[src/rtl/seg7_pkg.sv]
// Shared constants, glyph codes and capture-FSM state type for the 7-segment scan decoder.
package seg7_pkg;

  localparam int unsigned NUM_DIGITS = 4;
  localparam int unsigned SEG_W      = 7;
  localparam int unsigned HEX_W      = 4;
  localparam int unsigned IDX_W      = $clog2(NUM_DIGITS);
  localparam int unsigned CNT_W      = 8;

  localparam logic [SEG_W-1:0] GLYPH_0 = 7'h7E;
  localparam logic [SEG_W-1:0] GLYPH_1 = 7'h30;
  localparam logic [SEG_W-1:0] GLYPH_2 = 7'h6D;
  localparam logic [SEG_W-1:0] GLYPH_3 = 7'h79;
  localparam logic [SEG_W-1:0] GLYPH_4 = 7'h33;
  localparam logic [SEG_W-1:0] GLYPH_5 = 7'h5B;
  localparam logic [SEG_W-1:0] GLYPH_6 = 7'h5F;
  localparam logic [SEG_W-1:0] GLYPH_7 = 7'h70;
  localparam logic [SEG_W-1:0] GLYPH_8 = 7'h7F;
  localparam logic [SEG_W-1:0] GLYPH_9 = 7'h7B;
  localparam logic [SEG_W-1:0] GLYPH_A = 7'h77;
  localparam logic [SEG_W-1:0] GLYPH_B = 7'h1F;
  localparam logic [SEG_W-1:0] GLYPH_C = 7'h4E;
  localparam logic [SEG_W-1:0] GLYPH_D = 7'h3D;
  localparam logic [SEG_W-1:0] GLYPH_E = 7'h4F;
  localparam logic [SEG_W-1:0] GLYPH_F = 7'h47;

  typedef enum logic [1:0] {
    IDLE,
    TRACK,
    CAPTURED
  } state_e;

  function automatic logic is_onehot(input logic [NUM_DIGITS-1:0] v);
    return (v != '0) && ((v & (v - NUM_DIGITS'(1))) == '0);
  endfunction

  // Index of the highest set bit; only meaningful for one-hot inputs.
  function automatic logic [IDX_W-1:0] onehot_idx(input logic [NUM_DIGITS-1:0] v);
    logic [IDX_W-1:0] idx;
    idx = '0;
    for (int unsigned i = 0; i < NUM_DIGITS; i++) begin
      if (v[i]) idx = IDX_W'(i);
    end
    return idx;
  endfunction

endpackage

[src/rtl/seg7_pattern_decode.sv]
// Combinational glyph decoder: segment pattern to hex nibble, flagging unknown patterns.
module seg7_pattern_decode
  import seg7_pkg::*;
(
  input  logic [SEG_W-1:0] seg_i,
  output logic [HEX_W-1:0] hex_c_o,
  output logic             err_c_o
);

  always_comb begin
    hex_c_o = '0;
    err_c_o = 1'b0;
    case (seg_i)
      GLYPH_0: hex_c_o = 4'h0;
      GLYPH_1: hex_c_o = 4'h1;
      GLYPH_2: hex_c_o = 4'h2;
      GLYPH_3: hex_c_o = 4'h3;
      GLYPH_4: hex_c_o = 4'h4;
      GLYPH_5: hex_c_o = 4'h5;
      GLYPH_6: hex_c_o = 4'h6;
      GLYPH_7: hex_c_o = 4'h7;
      GLYPH_8: hex_c_o = 4'h8;
      GLYPH_9: hex_c_o = 4'h9;
      GLYPH_A: hex_c_o = 4'hA;
      GLYPH_B: hex_c_o = 4'hB;
      GLYPH_C: hex_c_o = 4'hC;
      GLYPH_D: hex_c_o = 4'hD;
      GLYPH_E: hex_c_o = 4'hE;
      GLYPH_F: hex_c_o = 4'hF;
      default: err_c_o = 1'b1;
    endcase
  end

endmodule

[src/rtl/seg7_scan_decoder.sv]
// Recovers hex digits from a multiplexed 7-segment display scan and hands out 4-digit frames.
// Optional decimal-point capture is enabled by defining SEG7_DP_EN.
module seg7_scan_decoder
  import seg7_pkg::*;
#(
  parameter int unsigned STABLE_CYCLES = 4
) (
  input  logic                        clk,
  input  logic                        rst,
  input  logic [SEG_W-1:0]            seg,
  input  logic [NUM_DIGITS-1:0]       an,
`ifdef SEG7_DP_EN
  input  logic                        dp,
  output logic [NUM_DIGITS-1:0]       frame_dp,
`endif
  output logic [NUM_DIGITS*HEX_W-1:0] frame_data,
  output logic [NUM_DIGITS-1:0]       frame_err,
  output logic                        frame_valid,
  input  logic                        frame_ready,
  output logic                        overrun
);

`ifdef SEG7_DP_EN
  localparam int unsigned SAMPLE_W = NUM_DIGITS + SEG_W + 1;
`else
  localparam int unsigned SAMPLE_W = NUM_DIGITS + SEG_W;
`endif

  logic [SAMPLE_W-1:0] raw_sample;
  logic [SAMPLE_W-1:0] sync1_q, sync2_q, prev_q;
  state_e              state_q;
  logic [CNT_W-1:0]    count_q;

  logic [NUM_DIGITS-1:0][HEX_W-1:0] slot_q, slot_d;
  logic [NUM_DIGITS-1:0]            err_q, err_d;
  logic [NUM_DIGITS-1:0]            done_q, done_d;

  logic [NUM_DIGITS-1:0] samp_an;
  logic [SEG_W-1:0]      samp_seg;
  logic                  onehot_c, same_c, capture_c, frame_done_c;
  logic [IDX_W-1:0]      idx_c;
  logic [HEX_W-1:0]      dec_hex;
  logic                  dec_err;

`ifdef SEG7_DP_EN
  logic [NUM_DIGITS-1:0] dp_q, dp_d;
  assign raw_sample = {dp, an, seg};
`else
  assign raw_sample = {an, seg};
`endif

  assign samp_an      = sync2_q[SEG_W +: NUM_DIGITS];
  assign samp_seg     = sync2_q[SEG_W-1:0];
  assign onehot_c     = is_onehot(samp_an);
  assign same_c       = (sync2_q == prev_q);
  assign idx_c        = onehot_idx(samp_an);
  assign capture_c    = (state_q == TRACK) && onehot_c && same_c &&
                        (count_q == CNT_W'(STABLE_CYCLES - 1));
  assign frame_done_c = (done_q == '1);

  seg7_pattern_decode u_decode (
    .seg_i   (samp_seg),
    .hex_c_o (dec_hex),
    .err_c_o (dec_err)
  );

  // Two-flop synchronizer for the asynchronous display lines.
  always_ff @(posedge clk) begin
    if (rst) begin
      sync1_q <= '0;
      sync2_q <= '0;
    end else begin
      sync1_q <= raw_sample;
      sync2_q <= sync1_q;
    end
  end

  // Capture FSM: waits for a one-hot sample to stay unchanged for STABLE_CYCLES samples.
  always_ff @(posedge clk) begin
    if (rst) begin
      state_q <= IDLE;
      count_q <= '0;
      prev_q  <= '0;
    end else begin
      prev_q <= sync2_q;
      case (state_q)
        IDLE: begin
          if (onehot_c) begin
            state_q <= TRACK;
            count_q <= CNT_W'(1);
          end
        end
        TRACK: begin
          if (!onehot_c) begin
            state_q <= IDLE;
            count_q <= '0;
          end else if (!same_c) begin
            count_q <= CNT_W'(1);
          end else if (capture_c) begin
            state_q <= CAPTURED;
            count_q <= CNT_W'(STABLE_CYCLES);
          end else begin
            count_q <= count_q + CNT_W'(1);
          end
        end
        CAPTURED: begin
          if (!same_c) begin
            state_q <= onehot_c ? TRACK : IDLE;
            count_q <= onehot_c ? CNT_W'(1) : '0;
          end
        end
        default: begin
          state_q <= IDLE;
          count_q <= '0;
        end
      endcase
    end
  end

  // Working slots; a capture in the completion cycle is merged before the frame copy.
  always_comb begin
    slot_d = slot_q;
    err_d  = err_q;
    done_d = done_q;
`ifdef SEG7_DP_EN
    dp_d   = dp_q;
`endif
    if (capture_c) begin
      slot_d[idx_c] = dec_hex;
      err_d[idx_c]  = dec_err;
      done_d[idx_c] = 1'b1;
`ifdef SEG7_DP_EN
      dp_d[idx_c]   = sync2_q[SAMPLE_W-1];
`endif
    end
    if (frame_done_c) done_d = '0;
  end

  always_ff @(posedge clk) begin
    if (rst) begin
      slot_q      <= '0;
      err_q       <= '0;
      done_q      <= '0;
      frame_data  <= '0;
      frame_err   <= '0;
      frame_valid <= 1'b0;
      overrun     <= 1'b0;
`ifdef SEG7_DP_EN
      dp_q        <= '0;
      frame_dp    <= '0;
`endif
    end else begin
      slot_q <= slot_d;
      err_q  <= err_d;
      done_q <= done_d;
`ifdef SEG7_DP_EN
      dp_q   <= dp_d;
`endif
      if (frame_done_c) begin
        if (!frame_valid || frame_ready) begin
          frame_data  <= slot_d;
          frame_err   <= err_d;
          frame_valid <= 1'b1;
`ifdef SEG7_DP_EN
          frame_dp    <= dp_d;
`endif
        end else begin
          overrun <= 1'b1;
        end
      end else if (frame_valid && frame_ready) begin
        frame_valid <= 1'b0;
      end
    end
  end

endmodule

[config.mk]
export PLATFORM = sky130hd
export DESIGN_NAME = seg7_scan_decoder
export DESIGN_NICKNAME = d
export VERILOG_FILES = /design/src/rtl/seg7_pkg.sv /design/src/rtl/seg7_pattern_decode.sv /design/src/rtl/seg7_scan_decoder.sv
export SDC_FILE = /design/constraint.sdc
export NUM_CORES = 1
export LEC_CHECK = 0
export CAP_MARGIN = 20
export CORE_MARGIN = 3
export CORE_UTILIZATION = 60
export CTS_CLUSTER_DIAMETER = 150
export DETAILED_ROUTE_END_ITERATION = 10
export HOLD_SLACK_MARGIN = 0.12
export PLACE_DENSITY = 0.84
export SLEW_MARGIN = 40
export SYNTH_ARGS = -nofsm -noshare
export SYNTH_HDL_FRONTEND = slang
export SYNTH_SLANG_ARGS = --single-unit
export TNS_END_PERCENT = 10
[constraint.sdc]
create_clock -name clk -period 4.1 [get_ports clk]
set_clock_uncertainty 0.15 [all_clocks]
set_input_delay 0.41 -clock clk [delete_from_list [all_inputs] [get_ports clk]]
set_output_delay 0.41 -clock clk [all_outputs]
set_load 0.05 [all_outputs]
# [Word-level counts from Yosys, hierarchy flattened]
# Index checks and enable logic that the tools add are counted.
[totals] ff_bits=89 inputBits=14 output_inout_bits=22 wordCells=97
[op_classes] add_sub_neg=2 order_cmp=2 n_eq_ne=26 n_mux=30 n_bitwise=3 n_reduce_logical=19
[op_table] cell="$eq A7 B7 Y1 const B" n=12
[op_table] cell="$pmux W4 S15" n=1
[op_table] cell="$mux W8" n=5
[op_table] cell="$pmux W8 S3" n=1
[op_table] cell="$eq A7 B6 Y1 const B" n=3
[op_table] cell="$bwmux W16" n=1
[op_table] cell="$mux W16" n=1
[op_table] cell="$reduce_or A16 Y1" n=1
[op_table] cell="$mux W2" n=7
[op_table] cell="$eq A11 B11 Y1" n=1
[op_table] cell="$add A8 B1 Y8 const B" n=1
[op_table] cell="$demux W4 S2" n=1
[op_table] cell="$eq A8 B2 Y1 const B" n=1
[op_table] cell="$mux W1" n=8
[op_table] cell="$mux W4" n=2
[op_table] cell="$reduce_and A2 Y1" n=4
[op_table] cell="$eq A7 B5 Y1 const B" n=1
[op_table] cell="$logic_and A1 B1 Y1" n=6
[op_table] cell="$ne A3 B3 Y1 const B" n=2
[op_table] cell="$pmux W2 S3" n=1
[op_table] cell="$and A4 B4 Y4" n=1
[op_table] cell="$bwmux W4" n=1
[op_table] cell="$eq A4 B4 Y1 const B" n=1
[op_table] cell="$logic_not A4 Y1" n=1
[op_table] cell="17 further kinds" n=18

# [Logic depth before layout (Yosys ltp)]
# Gate-level depths: netlist (run 1).
[depth] ltp_word=11 mapped_depth=8 depth_no_buf=7

# [Cells and area by module]
# Synthesis (run 1) repeated with hierarchy kept, for this count alone.
[unflattened] hier_cells=427 hier_area_um2=3895.0
[by_module_without_submodules] module="seg7_scan_decoder" instances=1 cells_each=370 area_each_um2=3525.9 seq_area_each_um2=1781.7
[by_module_without_submodules] module="seg7_pattern_decode" instances=1 cells_each=57 area_each_um2=369.1 seq_area_each_um2=0.0

# [Worst setup path after synthesis (run 1)]
# OpenSTA, ideal clock, no wires.
[synth_timing] path_kind="reg-to-reg" start="reg count_q[0]" end="reg frame_data[9]" setup_ns=0.122 t_arrival_ns=2.271 t_required_ns=3.828 path_slack_ns=1.557 path_stages_with_launch=8 n_path_buf=0 synth_period_minus_slack_ns=2.543 cell_sequence="dfxtp_1 > ha_1 > or4b_4 > nor4_4 > nand4_4 > nor4_4 > nor3b_1 > a221o_1"
[synth_via] elab_chain_cells=3
[synth_rtl] item="from (decl)" line_no="seg7_scan_decoder.sv:32" text="logic [CNT_W-1:0] count_q;"
[synth_rtl] item="from (signal assigned)" line_no="seg7_scan_decoder.sv:101" text="count_q <= CNT_W'(STABLE_CYCLES);"
[synth_rtl] item="from (signal assigned)" line_no="seg7_scan_decoder.sv:103" text="count_q <= count_q + CNT_W'(1);"
[synth_rtl] item="from (signal assigned)" line_no="seg7_scan_decoder.sv:109" text="count_q <= onehot_c ? CNT_W'(1) : '0;"
[synth_rtl] item="$eq A8 B2 Y1" line_no="seg7_scan_decoder.sv:58" text="(count_q == CNT_W'(STABLE_CYCLES - 1));"
[synth_rtl] item="$logic_and A1 B1 Y1" line_no="seg7_scan_decoder.sv:57" text="assign capture_c = (state_q == TRACK) && onehot_c && same_c &&"
[synth_rtl] item="$mux W16" line_no="seg7_scan_decoder.sv:128" text="if (capture_c) begin"
[synth_rtl] item="to (signal assigned)" line_no="seg7_scan_decoder.sv:161" text="frame_data <= slot_d;"
[synth_rtl] item="to (decl)" line_no="seg7_scan_decoder.sv:16" text="output logic [NUM_DIGITS*HEX_W-1:0] frame_data,"
# No other way between the ends.
# A chain may end at the register's enable or synchronous reset.

# [Worst setup path after layout (run 1)]
[layout_timing] start="reg sync2_q[3]" end="reg err_q[2]"
[layout_via] elab_chain_cells=5 word_cells_on_any_way=23 classes_between="eq/ne: 17; mux: 3; reduce/logical: 3"
[layout_rtl] item="from (decl)" line_no="seg7_scan_decoder.sv:30" text="logic [SAMPLE_W-1:0] sync1_q, sync2_q, prev_q;"
[layout_rtl] item="from (signal assigned)" line_no="seg7_scan_decoder.sv:74" text="sync2_q <= sync1_q;"
[layout_rtl] item="$eq A7 B7 Y1, or another cell as far along" line_no="seg7_pattern_decode.sv:13" text="case (seg_i)"
[layout_rtl] item="$reduce_or A16 Y1 (no source line)"
[layout_rtl] item="$mux W1" line_no="seg7_pattern_decode.sv:13"
[layout_rtl] item="$bwmux W4" line_no="seg7_scan_decoder.sv:130" text="err_d[idx_c] = dec_err;"
[layout_rtl] item="$mux W4 *" line_no="seg7_scan_decoder.sv:128"
[layout_rtl] item="to (signal assigned)" line_no="seg7_scan_decoder.sv:154" text="err_q <= err_d;"
[layout_rtl] item="to (decl)" line_no="seg7_scan_decoder.sv:35" text="logic [NUM_DIGITS-1:0] err_q, err_d;"
# Mark *: on every way between the ends. The rest lies on a longest branch, timed or not.

==> results of run 1 <==
## power groups by stage
stage,sequential [mW],combinational (mW),clock [mW]
global placement,0.915,0.0847,0
global route,0.899,0.0956,0.575
finish,0.896,0.0866,0.525
floorplan,0.905,0.0737,0
CTS,0.896,0.0873,0.538
detailed placement,0.917,0.0870,0
## per-stage QoR
step	instances	utilization, %	instance area, sq um	total power [mW]	setup WS, ns
final	469	72.7	4100	1.51	1.27
after global placement	454	69.7	3930	1.00	1.35
after floorplan	366	-	3560	0.979	1.56
after global routing	469	72.7	4100	1.57	1.01
after detailed placement	454	69.7	3930	1.00	1.26
after CTS	469	72.7	4100	1.52	1.26
## cells in the final DEF (no fill, tap or decap), drive strengths merged, types with 9 or more instances in the layout
master / synthesis / final
dfxtp: 89 / 89
clkdlybuf4s50: 0 / 34
nand3: 9 / 9
xor2: 13 / 13
nand2: 25 / 25
a21oi: 9 / 9
o21ai: 25 / 25
nor2: 38 / 38
mux2i: 20 / 20
nor2b: 35 / 35
clkbuf: 19 / 11
## path summary, 6_finish.rpt
check	startpoint	endpoint	slack [ns]	cells past startpoint
setup reg to reg	sync2_q[3]	err_q[2]	1.27	6
hold reg to reg	sync1_q[2]	sync2_q[2]	0.29	1
hold / removal	sync1_q[2]	sync2_q[2]	0.29	1
setup / recovery	sync2_q[3]	err_q[2]	1.27	6
## sequential cells by signal (all words and copies together), names as in the netlist, 2 cells and up
name	count
frame_err	4
err_q	4
slot_q	16
prev_q	11
state_q	2
count_q	8
done_q	4
sync2_q	11
sync1_q	11
frame_data	16
## critical path, cell delays in order (launching register included)
cell and delay [ns]:
dfxtp_1 0.60, xor2_1 0.14, nor4_2 0.37, nand3_2 0.40, nor4_4 0.65, mux2i_1 0.33
nor2_1 0.06
## final cells by class
cell class                 count  area share [%]
sequential                    89            43.4
multi-input combinational    251            40.9
timing repair buffer          38            8.96
clock buffer                  11            3.45
tap                           72            2.20
clock inverter                 4           0.701
inverter                       4           0.366
## kinds of logic after synthesis
family | count (synthesis) | synth area share (%)
flip-flops | 89 | 50.0
AND/OR/NAND/NOR | 154 | 25.9
AO/OA/AOI/OAI | 60 | 11.2
buffers and inverters | 26 | 2.84
adder cells (fa/ha/maj) | 1 | 0.351
XOR/XNOR | 14 | 3.44
multiplexers | 22 | 6.25
## layer usage
layer	track usage [%]	vias up	part of all wire, %
li1	-	1321	-
met1	24.9	1224	47
met2	33.3	50	47
met3	7.94	10	4.3
met4	5.35	0	1.3
met5	0	-	0
==> impl_metrics.csv, run 1 <==
group,metric,value,unit
timing,hold_viol_final,0,
worst_setup_path,crit_type,"flop to flop",
logic_synthesis,syn_area,0.00356,sq mm
clock_tree,cts_max_path_buffers,2,
detailed_routing,dr.pass1.iters,5,
worst_setup_path,startpoint_type,"flop",
logic_synthesis,ys_seq_area_share,50.0,%
worst_setup_path,critPathRequiredTime,4.17,ns
worst_hold_path,hold_class,"flop to flop",
logic_synthesis,post-synth-top-count-cell,"dfxtp_1",
job,cap_violations,0,
worst_setup_path,worst-path-max-fanout,14,
run_status,outcome,"finished clean",
timing,fin_tns_setup,0,ns
timing,max_freq,353,MHz
floorplan,start_util,63.1,%
clock_tree,insertion_delay,0.35,ns
worst_setup_path,cp.arrival,2.90,ns
floorplan,num_rows,27,
final_layout,nets,408,
floorplan,die_y,83.1,microns
worst_setup_path,cp-end-kind,"flop",
clock_tree,post_cts_buffers,0,
detailed_routing,post_drt_wl_per_cell,14.1,microns
clock_tree,cts.clk_slew.worst_paths,0.08,ns
global_routing,grt_overflow_total,0,
detailed_routing,ant_nets,0,
logic_synthesis,synth.distinct_cells,57,
clock_tree,cts_resized,0,
power,power_frac_seq,59.4,%
timing,finalCritPeriodShare,69.1,%
power,vdd_drop_max,0.346,mV
final_layout,nFillCells,417,
timing,final_max_slew_viol_count,0,
power,p_comb_share,5.7,%
logic_synthesis,synth_area_leader_cell,"dfxtp_1",
power,switchingPower,0.356,mW
logic_synthesis,avgSynthCellArea,9.73,sq um
clock_tree,cts_tree,"built",
logic_synthesis,synth_warnings,0,
floorplan,die-area,0.00690,sq mm
global_routing,grt_first_pass_wirelength,11400,microns
final_layout,syn_to_final_growth,15.2,%
clock_tree,cts_made_buffers,9,
power,powerDensity,367,mW/mm^2
detailed_routing,drc,0,
floorplan,coreArea,0.00564,sq mm
placement,place_hpwl,4490,microns
detailed_routing,wirelength,6630,microns
power,netSwitchingFraction,23.6,%
global_routing,grt_use_total,20.3,%
final_layout,antenna_cells,0,
logic_synthesis,synth_ff_type,"dfxtp_1",
power,pwr-share-clk,34.8,%
floorplan,ios,36,
logic_synthesis,synth-seq-cells,89,
logic_synthesis,async_flop_share,0,%
placement,port-buffer-count,35,
logic_synthesis,synthCells,366,
global_routing,grt_pass1_vias,2523,
global_routing,grt_max_degree,66,
logic_synthesis,yosys-top-cells-area,"dfxtp_1, nor2b_1, mux2i_1",
logic_synthesis,synth_nets,381,
placement,gp_congestion,0.811,
clock_tree,cts-root-buf,"clkbuf_8",
detailed_routing,via_count,2605,
clock_tree,hold_buffers,0,
detailed_routing,drtIter0Drc,150,
power,total_leakage_power,1.49,nW
final_layout,multi_input_area,0.00168,sq mm
logic_synthesis,netlist.area_leader.share,50.0,%
final_layout,layout-drive-gt1-share,7.81,%
timing,fin_hold_ws,0.288,ns
power,p_int,1.15,mW
timing,setup_viol,0,
detailed_routing,avgViaCountPerCell,5.55,
logic_synthesis,synth_edf_count,0,
global_routing,antenna_found_initial,0,
clock_tree,cts.sinks,89,
logic_synthesis,synth_common_cells,"dfxtp_1, nor2_1, nor2b_1",
clock_tree,htree_levels,3,
timing,rsz0062_at_grt,"false",
timing,tightestPinTransition,0.653,ns
timing,finalCriticalPeriod,2.83,ns
final_layout,regArea,0.00178,sq mm
floorplan,die_x,83.1,microns
timing,maxSlewHeadroom,56.0,%
No activity file was read; power rests on OpenSTA's default activity.
==> inputs of run 2 (changes only) <==
CORE_UTILIZATION = 56   (was 60)
PLACE_DENSITY = 0.8   (was 0.84)
clock period = 2.8 ns   (was 4.1 ns; I/O delays follow)
==> run 2 against run 1 <==
Effect of this change: first-iteration DRC count down 28%; critical path depth up 2; sequential power grew 45%.
==> impl_metrics.csv, run 2 (synthesis results as in run 1) <==
group,metric,value,unit
run_status,outcome,"finished clean",
floorplan,num_rows,28,
final_layout,reg_top3,"frame_data (16), slot_q (16)",
clock_tree,htree_levels,3,
detailed_routing,drtIter0Drc,108,
job,cap_violations,0,
final_layout,syn_to_final_growth,18.8,%
worst_setup_path,worst-path-max-fanout,8,
floorplan,die-area,0.00735,sq mm
floorplan,ios,36,
global_routing,grt_pass1_vias,2413,
global_routing,gr-usage-met1,26.3,%
clock_tree,insertion_delay,0.36,ns
clock_tree,cts_made_buffers,9,
worst_hold_path,worstHoldPathCells,1,
timing,finalCritPeriodShare,92.1,%
worst_setup_path,crit_type,"flop to flop",
power,total_leakage_power,1.57,nW
timing,fin_tns_setup,0,ns
global_routing,grt_overflow_total,0,
timing,tightestPinTransition,0.733,ns
detailed_routing,wirelength,6820,microns
timing,setup_viol,0,
worst_hold_path,hold_class,"flop to flop",
worst_setup_path,cp-end-kind,"flop",
worst_setup_path,startpoint_type,"flop",
final_layout,stdcell_area,0.00423,sq mm
detailed_routing,post_drt_wl_per_cell,14.1,microns
final_layout,antenna_cells,0,
final_layout,nets,420,
floorplan,coreArea,0.00603,sq mm
global_routing,grt_first_pass_wirelength,11300,microns
clock_tree,cts-root-buf,"clkbuf_8",
global_routing,antenna_found_initial,0,
clock_tree,cts_max_path_buffers,2,
timing,final_max_slew_viol_count,0,
final_layout,layout-drive-gt1-share,10.7,%
timing,max_freq,388,MHz
global_routing,grt_use_total,19.6,%
detailed_routing,dr.pass1.iters,4,
global_routing,gr-usage-met3,3.84,%
placement,gp_congestion,0.786,
timing,hold_viol_final,0,
timing,maxSlewHeadroom,50.3,%
placement,port-buffer-count,35,
power,powerDensity,555,mW/mm^2
final_layout,final_util,70.2,%
detailed_routing,avgViaCountPerCell,5.48,
final_layout,final_common_cell,"dfxtp_1",
detailed_routing,via_count,2657,
power,vdd_drop_max,0.355,mV
power,p_total,2.35,mW
placement,placed_area,0.00401,sq mm
global_routing,grt_max_degree,65,
worst_setup_path,critPathRequiredTime,2.89,ns
floorplan,die_y,85.8,microns
final_layout,nFillCells,456,
clock_tree,cts.sinks,89,
detailed_routing,drc,0,
global_routing,top_usage_layer,"met2",
timing,rsz0062_at_grt,"false",
clock_tree,cts.clk_slew.worst_paths,0.09,ns
timing,finalCriticalPeriod,2.58,ns
worst_setup_path,cp.arrival,2.67,ns
placement,place_hpwl,4580,microns
global_routing,grtUsageMet2,30.6,%
detailed_routing,ant_nets,0,
floorplan,start_util,59.1,%
final_layout,layout_common_cells,"dfxtp_1, nor2_1, nor2b_1",
worst_setup_path,r2r_cells,8,
floorplan,die_x,85.8,microns
clock_tree,cts_tree,"built",
run 2: changes by cell type in the layout (fill, tap and decap cells not counted):
cell	change
clkinv_4	+2
clkinv_2	-1
clkinvlp_4	-1
bufinv_16	+1
buf_4	+12
run 2: routing by layer:
metal	up-vias	wire [microns]
met4	0	127
met1	1234	3340
li1	1356	-
met5	-	0
met3	12	267
met2	55	3080
run 2: final timing paths:
check         startpoint              to  slack [ns]
max           count_q[0]  frame_data[11]        0.22
min          sync1_q[10]     sync2_q[10]        0.29
min reg2reg  sync1_q[10]     sync2_q[10]        0.29
max reg2reg   count_q[0]  frame_data[11]        0.22
run 2: cell type report:
class | count | area (sq um) | area share [%]
Clock inverter | 5 | 63.8 | 1.51
Sequential cell | 89 | 1780 | 42.1
Tap cell | 75 | 93.8 | 2.22
Clock buffer | 11 | 141 | 3.34
Multi-Input combinational cell | 251 | 1680 | 39.7
Timing Repair Buffer | 50 | 458 | 10.8
Inverter | 4 | 15.0 | 0.355
run 2: critical path: stages, from the launching register on:
cell	delay, ns
dfxtp_1	0.39
ha_1	0.22
or4b_4	0.48
nor4_4	0.23
nand4_4	0.23
nor4_4	0.18
buf_4	0.24
mux2i_1	0.26
o21ai_1	0.09
run 2: repair_timing:
item	in CTS	in global routing
endpoints found under the hold margin	0	0
endpoints found under the setup margin	0	6
hold buffers	0	0
buffers inserted	0	2
gates resized for setup	0	0
run 2: power breakdown:
part / internal (mW) / total, mW / switching, mW / leakage (nW)
Sequential: 1.29 / 1.30 / 0.0182 / 0.723
Clock: 0.444 / 0.901 / 0.458 / 0.100
Combinational: 0.0616 / 0.141 / 0.0798 / 0.751
run 2: through the flow:
step / std cells / hold slack, ns / worst slack, ns
floorplan: 366 / 0.258 / 0.257
global placement: 467 / 0.268 / 0.238
detailed placement: 467 / 0.270 / 0.155
CTS: 483 / 0.289 / 0.123
global route: 485 / 0.306 / 0.0148
finish: 485 / 0.286 / 0.220
==> inputs of run 3 (changes only) <==
CAP_MARGIN = default   (was 20)
CORE_UTILIZATION = 57   (was 56)
SYNTH_HIERARCHICAL = 1   (was default)
==> run 3 against run 2 <==
Effect of this change: critical path depth fell by 1; clock-buffer cell count decreased by 1; sequential power about the same; non-clock buffer count unchanged; design area increased by 6.1%; via count grew 21%; clock power shrank 12%; first-iteration DRC count up 130%; register-to-register slack worse by 0.09 ns.
==> impl_metrics.csv, run 3 <==
group,metric,value,unit
placement,port-buffer-count,35,
power,p_total,2.29,mW
logic_synthesis,async_flop_share,0,%
logic_synthesis,synth_area_leader_cell,"dfxtp_1",
power,powerDensity,510,mW/mm^2
detailed_routing,dr_wl_met3,433,microns
detailed_routing,drtIter0Drc,250,
final_layout,antenna_cells,0,
worst_setup_path,critPathRequiredTime,2.90,ns
power,p_int,1.71,mW
clock_tree,cts.clk_slew.worst_paths,0.09,ns
clock_tree,insertion_delay,0.35,ns
floorplan,die_x,88.7,microns
floorplan,start_util,60.0,%
worst_setup_path,cp-startpoint,"count_q[1]",
worst_setup_path,max_stage_delay,0.49,ns
clock_tree,cts_tree,"built",
run_status,outcome,"finished clean",
final_layout,nFillCells,538,
power,total_leakage_power,1.54,nW
logic_synthesis,synth-seq-cells,89,
timing,tightestPinTransition,0.521,ns
detailed_routing,dr.pass1.iters,5,
logic_synthesis,netlist.area_leader.share,45.7,%
power,vdd_drop_max,0.346,mV
logic_synthesis,synthCells,427,
timing,max_freq,375,MHz
timing,setup_viol,0,
final_layout,nets,470,
global_routing,grt_use_total,21.6,%
detailed_routing,top_layer_used,"met4",
logic_synthesis,synth_warnings,6,
clock_tree,cts_max_path_buffers,2,
logic_synthesis,avgSynthCellArea,9.12,sq um
worst_setup_path,r2r_setup_slack,0.13,ns
detailed_routing,drt-met1-wl,3590,microns
timing,rsz0062_at_grt,"false",
timing,fin_tns_setup,0,ns
worst_setup_path,cp.arrival,2.77,ns
worst_hold_path,worstHoldPathCells,1,
logic_synthesis,syn_area,0.00389,sq mm
worst_hold_path,worstHoldStart,"sync1_q[2]",
worst_setup_path,r2r-end,"frame_data[4]",
worst_setup_path,startpoint_type,"flop",
floorplan,coreArea,0.00649,sq mm
power,power_frac_seq,57.3,%
job,cap_violations,0,
worst_hold_path,hold_class,"flop to flop",
worst_setup_path,r2r_cells,7,
detailed_routing,via_count,3212,
final_layout,multi_input_area,0.00194,sq mm
global_routing,grt_overflow_total,0,
global_routing,grt_first_pass_wirelength,13400,microns
logic_synthesis,synth_nets,442,
final_layout,final_common_cell,"dfxtp_1",
final_layout,syn_to_final_growth,15.4,%
logic_synthesis,yosys-top-cells-area,"dfxtp_1, nor2b_1, a311oi_1",
clock_tree,post_cts_buffers,0,
clock_tree,cts-root-buf,"clkbuf_8",
detailed_routing,post_drt_wl_per_cell,14.9,microns
power,netSwitchingFraction,25.3,%
worst_setup_path,r2r-start,"count_q[1]",
floorplan,ios,36,
logic_synthesis,ys_seq_area_share,45.7,%
power,switchingPower,0.579,mW
global_routing,grt_max_degree,47,
timing,final_max_slew_viol_count,0,
floorplan,die-area,0.00786,sq mm
clock_tree,htree_levels,3,
worst_setup_path,worst-path-max-fanout,44,
timing,hold_viol_final,0,
detailed_routing,drc,0,
clock_tree,cts.sinks,89,
final_layout,reg_top3,"frame_data (16), slot_q (16)",
timing,maxSlewHeadroom,65.0,%
power,p_comb_share,8.0,%
worst_setup_path,path_cells,"ha_1 > or4b_4 > nor4_4 > nand3_4 > buf_12 > or3_1 > a311oi_1",
power,pwr-share-clk,34.7,%
detailed_routing,avgViaCountPerCell,5.98,
timing,finalCriticalPeriod,2.67,ns
clock_tree,cts_made_buffers,9,
detailed_routing,wirelength,7990,microns
detailed_routing,met2_length,3810,microns
final_layout,regArea,0.00178,sq mm
floorplan,num_rows,29,
logic_synthesis,synth_ff_type,"dfxtp_1",
worst_setup_path,crit_type,"flop to flop",
placement,gp_congestion,0.871,
logic_synthesis,synth_common_cells,"dfxtp_1, nor2_1, nor2b_1",
final_layout,layout_common_cells,"dfxtp_1, nor2_1, nor2b_1",
logic_synthesis,synth.distinct_cells,61,
detailed_routing,ant_nets,0,
floorplan,die_y,88.7,microns
logic_synthesis,synth_edf_count,0,
worst_setup_path,crit_end,"frame_data[4]",
global_routing,antenna_found_initial,0,
final_layout,layout-drive-gt1-share,10.2,%
placement,place_hpwl,5380,microns
logic_synthesis,post-synth-top-count-cell,"dfxtp_1",
global_routing,grt_pass1_vias,2846,
worst_setup_path,cp-end-kind,"flop",
worst_setup_path,critPathSlowestCell,"or4b_4",
timing,finalCritPeriodShare,95.3,%
run 3: changes by cell type after synthesis, sizes merged, moves of 3 or more:
cell | previous run | this run
a311oi | 1 | 20
o31ai | 0 | 5
clkbuf | 19 | 22
mux2i | 20 | 1
nand4 | 5 | 9
and2 | 1 | 5
nand3 | 9 | 25
nand2 | 25 | 17
buf | 3 | 11
o21ai | 25 | 17
a21oi | 9 | 23
or3 | 7 | 22
o2111ai | 0 | 3
a221o | 4 | 0
run 3: final cells by class:
type | count | area share, %
well taps | 77 | 2.14
clock buffers | 10 | 3.06
flip-flops and latches | 89 | 39.7
clock inverters | 6 | 0.947
multi-input cells | 301 | 43.3
inverters | 4 | 0.334
repair buffers | 50 | 10.5
run 3: through the flow:
| step | instance area, sq um | hold slack, ns | cells | setup slack, ns | utilization (%) |
|---|---|---|---|---|---|
| floorplan | 3890 | 0.258 | 427 | 0.362 | - |
| global placement | 4290 | 0.267 | 520 | 0.245 | 66.1 |
| detailed placement | 4290 | 0.270 | 520 | 0.168 | 66.1 |
| CTS | 4480 | 0.286 | 537 | 0.0835 | 69.0 |
| global route | 4490 | 0.296 | 537 | 0.00503 | 69.2 |
| finish | 4490 | 0.281 | 537 | 0.133 | 69.2 |
run 3: timing repair:
action,4_1_cts,5_1_grt
endpoints found under the setup margin,0,6
hold buffers,1,0
hold endpoints to repair,1,0
resized for setup,0,3
run 3: how the worst min path moves through the flow:
stage	end	slack (ns)
detailed placement	sync2_q[1]	0.27
finish	sync2_q[2]	0.28
global placement	sync2_q[7]	0.27
floorplan	sync1_q[0]	0.26
CTS	sync2_q[3]	0.29
global route	sync2_q[2]	0.30
run 3: per-layer routing:
metal	track usage, %	vias up
li1	-	1599
met1	27.9	1498
met2	35.1	99
met5	0	-
met4	6.59	0
met3	6.05	16
run 3: cell families (layout without fill, tap and decap cells):
logic type                 Yosys count  after routing  synth area share, %
adders and majority gates            1              1                0.321
buffers and inverters               37             70                 4.56
and+or+nand+nor                    182            182                 27.3
AOI/OAI and AO/OA                  102            102                 18.5
xor gates and xnor gates            15             15                 3.37
muxes                                1              1                0.257
DFF                                 89             89                 45.7
run 3: power by group through the flow:
stage                     logic (mW)  registers (mW)  clock network (mW)
after floorplan                0.135            1.33                   0
after global placement         0.178            1.34                   0
after detailed placement       0.183            1.34                   0
after CTS                      0.184            1.31               0.818
after global routing           0.206            1.32               0.865
final                          0.185            1.31               0.796
run 3: worst max-delay path: cells and delay by family (launching register included):
kind | cells | cell delay, ns
DFF | 1 | 0.39
adders and majority gates | 1 | 0.23
AOI/OAI and AO/OA | 1 | 0.32
and+or+nand+nor | 4 | 1.29
buffers and inverters | 1 | 0.18
